===== src/rtl/riscv_fetch_pkg.sv =====
// Shared fetch-stage types: state encoding, prefetch entry and the NOP word.
// S_TRAP exists only when FETCH_MISALIGN_CHECK_EN is defined.
package riscv_fetch_pkg;

    localparam logic [31:0] NOP_INSTR = 32'h0000_0013;

    typedef enum logic [1:0] {
        S_BOOT,
        S_FETCH
`ifdef FETCH_MISALIGN_CHECK_EN
        ,
        S_TRAP
`endif
    } fetch_state_t;

    typedef struct packed {
        logic [31:0] code;
        logic [31:0] pc;
    } fetch_entry_t;

endpackage


===== src/rtl/fetch_fifo.sv =====
// Small power-of-two FIFO with synchronous flush; head is read combinationally
// from registered storage.
module fetch_fifo
    import riscv_fetch_pkg::*;
#(
    parameter int unsigned DEPTH   = 2,
    parameter type         entry_t = fetch_entry_t
) (
    input  logic                     clk,
    input  logic                     reset,
    input  logic                     push,
    input  entry_t                   push_data,
    input  logic                     pop,
    input  logic                     flush,
    output entry_t                   head,
    output logic [$clog2(DEPTH):0]   count,
    output logic                     full,
    output logic                     empty
);

    localparam int unsigned AW = $clog2(DEPTH);

    entry_t         mem [DEPTH];
    logic [AW-1:0]  rd_ptr;
    logic [AW-1:0]  wr_ptr;
    logic [AW:0]    cnt;
    logic           do_push;
    logic           do_pop;

    assign full    = (cnt == (AW+1)'(DEPTH));
    assign empty   = (cnt == '0);
    assign count   = cnt;
    assign head    = mem[rd_ptr];
    assign do_push = push && !full;
    assign do_pop  = pop && !empty;

    always_ff @(posedge clk) begin
        if (reset || flush) begin
            rd_ptr <= '0;
            wr_ptr <= '0;
            cnt    <= '0;
        end else begin
            if (do_push) begin
                mem[wr_ptr] <= push_data;
                wr_ptr      <= wr_ptr + 1'b1;
            end
            if (do_pop) begin
                rd_ptr <= rd_ptr + 1'b1;
            end
            unique case ({do_push, do_pop})
                2'b10:   cnt <= cnt + 1'b1;
                2'b01:   cnt <= cnt - 1'b1;
                default: ;
            endcase
        end
    end

endmodule


===== src/rtl/inst_fetch_unit.sv =====
// Fetch stage: PC owner, credit-limited in-order imem requests, prefetch FIFO to decode.
// Define FETCH_MISALIGN_CHECK_EN to trap (sticky misalign_err) on misaligned redirect targets.
module inst_fetch_unit
    import riscv_fetch_pkg::*;
#(
    parameter logic [31:0] RESET_PC   = 32'h0000_0000,
    parameter int unsigned FIFO_DEPTH = 2
) (
    input  logic        clk,
    input  logic        reset,
    output logic        imem_req_valid,
    input  logic        imem_req_ready,
    output logic [31:0] imem_req_addr,
    input  logic        imem_rsp_valid,
    input  logic [31:0] imem_rsp_data,
    input  logic        redirect_valid,
    input  logic [31:0] redirect_pc,
    input  logic        dec_ready,
    output logic        inst_valid,
    output logic [31:0] inst_code,
    output logic [31:0] inst_pc,
    output logic        misalign_err
);

    localparam int unsigned CW = $clog2(FIFO_DEPTH) + 1;
    // Outstanding includes responses still owed for flushed requests, so repeated
    // redirects can push it past FIFO_DEPTH; the extra bits give that headroom.
    localparam int unsigned OW = CW + 4;

    fetch_state_t   state_q, state_d;
    logic [31:0]    pc_q;
    logic [OW-1:0]  outstanding_q;
    logic [OW-1:0]  drop_q;
    logic [OW-1:0]  out_after_rsp;
    logic [31:0]    redirect_tgt;
    logic           trap_active;
    logic           credit_ok;
    logic           accept;
    logic           rsp_live;
    logic           flush;

    fetch_entry_t   data_in, data_head;
    logic [CW-1:0]  data_count;
    logic           data_full, data_empty, data_pop;
    logic [31:0]    tag_head;
    logic [CW-1:0]  tag_count;
    logic           tag_full, tag_empty;

`ifdef FETCH_MISALIGN_CHECK_EN
    logic redirect_bad;
    logic misalign_q;

    assign redirect_bad = (redirect_pc[1:0] != 2'b00);
    assign redirect_tgt = redirect_pc;
    assign trap_active  = (state_q == S_TRAP);
    assign misalign_err = misalign_q;
`else
    assign redirect_tgt = redirect_pc & ~32'h3;
    assign trap_active  = 1'b0;
    assign misalign_err = 1'b0;
`endif

    assign accept        = imem_req_valid && imem_req_ready;
    assign rsp_live      = imem_rsp_valid && (drop_q == '0);
    assign out_after_rsp = outstanding_q - OW'(imem_rsp_valid);
    assign credit_ok     = (OW'(data_count) + outstanding_q - drop_q) < OW'(FIFO_DEPTH);
    assign flush         = redirect_valid || trap_active;
    assign imem_req_addr = pc_q;

    always_ff @(posedge clk) begin
        if (reset) begin
            state_q <= S_BOOT;
        end else begin
            state_q <= state_d;
        end
    end

    always_comb begin
        state_d        = state_q;
        imem_req_valid = 1'b0;
        unique case (state_q)
            S_BOOT:  state_d = S_FETCH;
            S_FETCH: imem_req_valid = !redirect_valid && credit_ok;
`ifdef FETCH_MISALIGN_CHECK_EN
            S_TRAP:  state_d = S_TRAP;
`endif
            default: state_d = S_BOOT;
        endcase
`ifdef FETCH_MISALIGN_CHECK_EN
        if (redirect_valid && redirect_bad) begin
            state_d = S_TRAP;
        end
`endif
    end

    always_ff @(posedge clk) begin
        if (reset) begin
            pc_q          <= RESET_PC;
            outstanding_q <= '0;
            drop_q        <= '0;
`ifdef FETCH_MISALIGN_CHECK_EN
            misalign_q    <= 1'b0;
`endif
        end else begin
            outstanding_q <= out_after_rsp + OW'(accept);
            if (redirect_valid) begin
                // Everything still owed after this cycle's response belongs to the old path.
                drop_q <= out_after_rsp;
`ifdef FETCH_MISALIGN_CHECK_EN
                if (redirect_bad) begin
                    misalign_q <= 1'b1;
                end else begin
                    pc_q <= redirect_tgt;
                end
`else
                pc_q <= redirect_tgt;
`endif
            end else begin
                if (imem_rsp_valid && (drop_q != '0)) begin
                    drop_q <= drop_q - 1'b1;
                end
                if (accept) begin
                    pc_q <= pc_q + 32'd4;
                end
            end
        end
    end

    assign data_in  = '{code: imem_rsp_data, pc: tag_head};
    assign data_pop = inst_valid && dec_ready;

    fetch_fifo #(
        .DEPTH   (FIFO_DEPTH),
        .entry_t (fetch_entry_t)
    ) u_data_fifo (
        .clk       (clk),
        .reset     (reset),
        .push      (rsp_live),
        .push_data (data_in),
        .pop       (data_pop),
        .flush     (flush),
        .head      (data_head),
        .count     (data_count),
        .full      (data_full),
        .empty     (data_empty)
    );

    fetch_fifo #(
        .DEPTH   (FIFO_DEPTH),
        .entry_t (logic [31:0])
    ) u_tag_fifo (
        .clk       (clk),
        .reset     (reset),
        .push      (accept),
        .push_data (pc_q),
        .pop       (rsp_live),
        .flush     (flush),
        .head      (tag_head),
        .count     (tag_count),
        .full      (tag_full),
        .empty     (tag_empty)
    );

    assign inst_valid = !data_empty && !trap_active;
    assign inst_code  = inst_valid ? data_head.code : NOP_INSTR;
    assign inst_pc    = inst_valid ? data_head.pc   : pc_q;

    assert property (@(posedge clk) disable iff (reset) !(rsp_live && data_full && !redirect_valid));
    assert property (@(posedge clk) disable iff (reset) !(rsp_live && tag_empty));
    assert property (@(posedge clk) disable iff (reset) !(accept && tag_full));
    assert property (@(posedge clk) disable iff (reset) OW'(tag_count) == (outstanding_q - drop_q));

endmodule

===== config.mk =====
export PLATFORM = sky130hd
export DESIGN_NAME = inst_fetch_unit
export DESIGN_NICKNAME = d
export VERILOG_FILES = /design/src/rtl/riscv_fetch_pkg.sv /design/src/rtl/fetch_fifo.sv /design/src/rtl/inst_fetch_unit.sv
export SDC_FILE = /design/constraint.sdc
export NUM_CORES = 1
export LEC_CHECK = 0
export CAP_MARGIN = 25
export CORE_MARGIN = 1
export CORE_UTILIZATION = 39
export DETAILED_ROUTE_END_ITERATION = 7
export DONT_BUFFER_PORTS = 1
export MAX_ROUTING_LAYER = met4
export SLEW_MARGIN = 30
export SYNTH_ARGS = -nofsm -noshare
export SYNTH_HDL_FRONTEND = slang
export SYNTH_HIERARCHICAL = 1
export SYNTH_SLANG_ARGS = --single-unit

===== constraint.sdc =====
create_clock -name clk -period 6.5 [get_ports clk]
set_input_delay 0.65 -clock clk [delete_from_list [all_inputs] [get_ports clk]]
set_output_delay 0.65 -clock clk [all_outputs]
set_load 0.02 [all_outputs]

=== Word level (Yosys, flattened, before mapping) ===
Memory sizes are Yosys's and may differ from the RTL's. A register that Yosys moved wholly into a read port is not among the register bits.
Cells that the tools add are included.

* Output and inout port bits: 99
* Memories kept: 2
* Input port bits: 70
* Logic and storage cells: 80
* RAM bits: 192
* Register bits after elaboration: 54

* Reduce and logical (&&, ||, !) cells: 25
* Mux-type cells: 20
* Add/subtract/negate cells: 14
* Eq/ne operators: 7
* Magnitude comparators: 1

{| class="wikitable"
|+ Memories
! name !! words !! bits a word !! rd ports !! clocked after Yosys merged registers in !! wr ports !! RTL line !! text
|-
| u_data_fifo.mem || 2 || 64 || 1 || 1 || 1 || fetch_fifo.sv:23 || <nowiki>entry_t mem [DEPTH];</nowiki>
|-
| u_tag_fifo.mem || 2 || 32 || 1 || 1 || 1 || fetch_fifo.sv:23 ||
|}

{| class="wikitable"
|+ Operators with widths
! operator !! number
|-
| 32-bit 2-to-1 mux || 4
|-
| 32-bit by 3-bit adder with 32-bit output, second input constant || 1
|-
| 6-bit 2-to-1 mux || 2
|-
| 2-bit case mux with 2 select lines || 3
|-
| 1-bit 2-to-1 mux || 11
|-
| 1-bit logical AND || 9
|-
| 2-bit == test, second input constant || 4
|-
| 2-bit nonzero test || 4
|-
| 2-bit by 6-bit adder with 6-bit output || 1
|-
| 6-bit by 1-bit adder with 6-bit output || 1
|-
| 2-bit by 1-bit == test with 1-bit output, second input constant || 3
|-
| 2-bit zero test || 3
|-
| 6-bit zero test || 1
|-
| 6-bit by 2-bit less-than comparator with 1-bit output, second input constant || 1
|-
| 6-bit nonzero test || 1
|-
| 6-bit by 1-bit subtractor with 6-bit output || 1
|-
| 6-bit by 1-bit subtractor with 6-bit output, second input constant || 1
|-
| 6-bit subtractor || 1
|-
| 1-bit zero test || 5
|-
| 1-bit adder, second input constant || 4
|-
| 2-bit by 1-bit adder with 2-bit output, second input constant || 2
|-
| 2-bit by 1-bit subtractor with 2-bit output, second input constant || 2
|-
| 2-bit OR reduction || 1
|-
| 1-bit logical OR || 1
|}

=== Longest topological paths before layout ===
* Word-level depth: 10
* Gate-level depth with buffers: 17
* Gate-level depth less buffers: 15

=== Modules after synthesis ===
Netlist, hierarchy kept.

{| class="wikitable"
|+ By module, submodules not included
! module !! area an instance (um^2) !! times used !! cells an instance
|-
| fetch_fifo at u_data_fifo || 4833.4 || 1 || 227
|-
| inst_fetch_unit || 3769.9 || 1 || 472
|-
| fetch_fifo at u_tag_fifo || 2534.9 || 1 || 128
|}

=== Least setup slack after synthesis ===
No wires, ideal clock.

* Path kind: input port to flip-flop
* Start point: input port redirect_valid
* End point: memory u_data_fifo/mem[0][0] in the netlist's numbering, enable pin
* Arrival: 5.431 ns
* Buffers on the path: 1
* Stages: 3
* Required time: 5.935 ns
* Setup slack: 0.504 ns
* Setup time: 0.565 ns
* Path through: or2_0 clkbuf_1 nor3_1

* Longest elaborated chain between the ends: 3

{| class="wikitable"
|+ RTL lines
! element !! RTL line !! text
|-
| start, declared || inst_fetch_unit.sv:16 || <nowiki>input logic redirect_valid,</nowiki>
|-
| 1-bit logical OR || fetch_fifo.sv:38 || <nowiki>if (reset || flush) begin</nowiki>
|-
| 1-bit 2-to-1 mux || fetch_fifo.sv:38 ||
|-
| 1-bit 2-to-1 mux (implied by the code) || fetch_fifo.sv:44 || <nowiki>mem[wr_ptr] <= push_data;</nowiki>
|-
| end, declared || fetch_fifo.sv:23 ||
|}

Every way passes these cells.

=== Final worst setup path ===
* Start point: register u_data_fifo.cnt[1] (netlist: u_data_fifo/count[1])
* End point: register u_tag_fifo.cnt[1] (netlist: u_tag_fifo/count[1])

* Longest elaborated chain between the ends: 9

{| class="wikitable"
|+ RTL lines
! element !! RTL line !! text
|-
| start, declared || fetch_fifo.sv:26 || <nowiki>logic [AW:0] cnt;</nowiki>
|-
| start signal, assigned || fetch_fifo.sv:51 || <nowiki>2'b10: cnt <= cnt + 1'b1;</nowiki>
|-
| start signal, assigned || fetch_fifo.sv:52 || <nowiki>2'b01: cnt <= cnt - 1'b1;</nowiki>
|-
| 2-bit by 6-bit adder with 6-bit output * || inst_fetch_unit.sv:66 || <nowiki>assign credit_ok = (OW'(data_count) + outstanding_q - drop_q) < OW'(FIFO_DEPTH);</nowiki>
|-
| 6-bit subtractor * || inst_fetch_unit.sv:66 ||
|-
| 6-bit by 2-bit less-than comparator with 1-bit output * || inst_fetch_unit.sv:66 ||
|-
| 1-bit logical AND * || inst_fetch_unit.sv:83 || <nowiki>S_FETCH: imem_req_valid = !redirect_valid && credit_ok;</nowiki>
|-
| 1-bit 2-to-1 mux * || inst_fetch_unit.sv:81 || <nowiki>unique case (state_q)</nowiki>
|-
| 1-bit logical AND * || inst_fetch_unit.sv:63 || <nowiki>assign accept = imem_req_valid && imem_req_ready;</nowiki>
|-
| 1-bit logical AND * || fetch_fifo.sv:34 || <nowiki>assign do_push = push && !full;</nowiki>
|-
| 2-bit by 1-bit == test with 1-bit output or 2-bit == test (tied branches) || fetch_fifo.sv:50 || <nowiki>unique case ({do_push, do_pop})</nowiki>
|-
| 2-bit case mux with 2 select lines or 2-bit nonzero test (tied branches) || - ||
|-
| end signal, assigned || fetch_fifo.sv:51 ||
|-
| end signal, assigned || fetch_fifo.sv:52 ||
|-
| end, declared || fetch_fifo.sv:26 ||
|}

Mark *: on every way between the ends. The rest lies on a longest branch, timed or not.
A chain may end at the register's enable or synchronous reset.

==> results.md <==
* Status: finished clean
* Clock skew at 0.005969 ns
* Unrepaired setup endpoints after global routing: false
* Post-route DRC at 0
* Setup-failing EPs final at 0
* First-pass GRT wire length at 36.27 mm
* Sink Count at 245
* Synth Area per Inst at 13.48 µm²
* Place WS at 1.636 ns
* Hold Crit Depth at 1
* Area of the mapped netlist at 11130 µm²
* Drt pass-1 iters at 5
* Crit-path max FO at 26
* Final RePlAce weighted congestion at 0.7675
* Multi-input logic area at 3998 µm²
* F_max at 206.3 MHz
* Number of synthesis warnings at 6
* Fillers at 2529
* Relative slew slack at 0.3722
* Routed Antenna Nets at 0
* Post-CTS setup repair buffer count at 0
* Final instance area at 12370 µm²
* Final Net Count at 907
* Worst reg-to-reg setup slack at 1.65 ns
* Via density at 5.383
* Worst endpoint required time at 6.95 ns
* Hold buffers post-CTS at 0
* CTS tree: built
* Avg WL per Cell at 19.84 µm
* Cts bufs inserted at 26
* Share of cells above drive strength 1 at 0.1195
* Starting Density at 0.3986
* Placed Area at 11460 µm²
* Setup WS post-layout at 1.653 ns
* FF-to-FF End: u_tag_fifo/count[1]
* R2r startpoint: u_data_fifo/count[1]
* Number of port buffers at 0
* Post-layout util at 0.4427
* Commonest non-fill, non-tap cell in the layout: edfxtp_1
* Core Area at 27930 µm²
* Max VDD drop at 0.1569 mV
* Hold crit path type: in2reg
* Total wire length at 24.18 mm
* Final hold vios at 0
* Crit start category: flip-flop
* Rows at 61
* Worst-margin pin slew at 0.9416 ns
* Pleak at 4.047 nW
* Setup_tns at 0 ns
* Cts repair resizes at 0
* CP endpoint kind: flip-flop
* PwrDens at 284.3 nW/µm²
* HP Start: reset
* Largest net degree at the start of global routing at 67
* Worst reg2reg path depth at 12
* Initial antenna violation count at 4
* # Max-Cap Violations at 0
* Seq. cell area at 6832 µm²
* Grt ovf at 0
* H-tree depth at 1
* Clock root buffer: clkbuf_16
* Critical path arrival at 5.29 ns
* Vert. Die Dim at 171.0 µm
* Endpoint, Worst Hold: imem_req_addr[25]
* CTS clock-pin slew for the worst setup and hold paths at 0.06 ns
* Fin crit share at 0.7457
* Starting DRC count in detailed routing at 472
* Final worst path period need at 4.847 ns
* CTS Buffer Depth at 3
* Die width at 171.0 µm
* Kind of critical path: reg2reg
* Commonest non-fill, non-tap cells in the layout: edfxtp_1 (192), mux2_1 (96), dfxtp_1 (51)
* Area growth syn-to-layout at 11.07%
* I/O pins at 169
* Die area at 29230 µm²
* Vias in the first global route at 6271
* Fin. max-slew vios at 0
* Clk Latency, worst-skew pair at 0.52 ns
* Hpwl dp at 15.13 mm
* Synthesized instance count at 826
* DR vias at 6562
* Total Routing Usage GR at 0.1676
worst max-delay path, stage by stage, from the launching register on:
cell	delay, ns
dfxtp_1	0.45
inv_1	0.09
fa_1	0.49
fa_1	0.47
nand2b_1	0.16
a21oi_1	0.16
mux2i_1	0.24
nand4_2	0.58
nor2_2	0.95
nand2b_1	0.27
ha_1	0.39
or3_1	0.36
a21oi_1	0.14
power by group:
part	internal, mW	leakage, nW	switching (mW)
Sequential	1.72	2.18	0.0660
Combinational	0.128	1.47	0.194
Clock	0.822	0.402	0.584
Total	2.67	4.05	0.844
final cells by class:
cell class	count	area share
inverter	27	0.008195
clock buffer	35	0.05868
antenna	4	0.0008094
clock inverter	12	0.007487
sequential	245	0.5524
timing repair buffer	10	0.01093
tap	378	0.03824
multi-input combinational	508	0.3232
stage by stage:
| stage | hold WS [ns] | std cells | power (mW) |
|---|---|---|---|
| detailed placement | 0.4920 | 1165 | 2.145 |
| floorplan | 0.4667 | 832 | 2.086 |
| global placement | 0.4882 | 1165 | 2.137 |
| CTS | 0.1745 | 1212 | 3.555 |
| global route | 0.1766 | 1218 | 3.649 |
| finish | 0.2044 | 1219 | 3.516 |
registers in the layout, summed over array words and instances (netlist names), named ones only:
name                count
u_tag_fifo/rd_ptr       1
imem_req_addr          30
u_tag_fifo/count        2
u_tag_fifo/mem         64
u_data_fifo/mem       128
u_data_fifo/wr_ptr      1
u_data_fifo/count       2
drop_q                  6
state_q                 1
u_tag_fifo/wr_ptr       1
outstanding_q           6
u_data_fifo/rd_ptr      1
per-layer routing:
layer | GRT usage | wire, µm | vias up
li1 | - | - | 3110
met1 | 0.2094 | 10470 | 3208
met2 | 0.2589 | 10990 | 203
met3 | 0.04603 | 2125 | 41
met4 | 0.06289 | 600 | 0
met5 | - | 0 | -
worst max path at each step:
stage | start | slack (ns) | endpoint
final | u_data_fifo/count[1] | 1.65 | u_tag_fifo/count[1]
after global routing | u_data_fifo/count[1] | 1.36 | u_tag_fifo/mem[0][0]
after CTS | u_data_fifo/count[1] | 1.65 | u_tag_fifo/mem[1][5]
after detailed placement | u_data_fifo/count[1] | 1.64 | u_tag_fifo/mem[1][7]
after global placement | u_data_fifo/count[1] | 1.75 | u_tag_fifo/count[1]
after floorplan | redirect_valid | 0.50 | u_data_fifo/mem[0][0]
(Power assumes the default switching activity.)
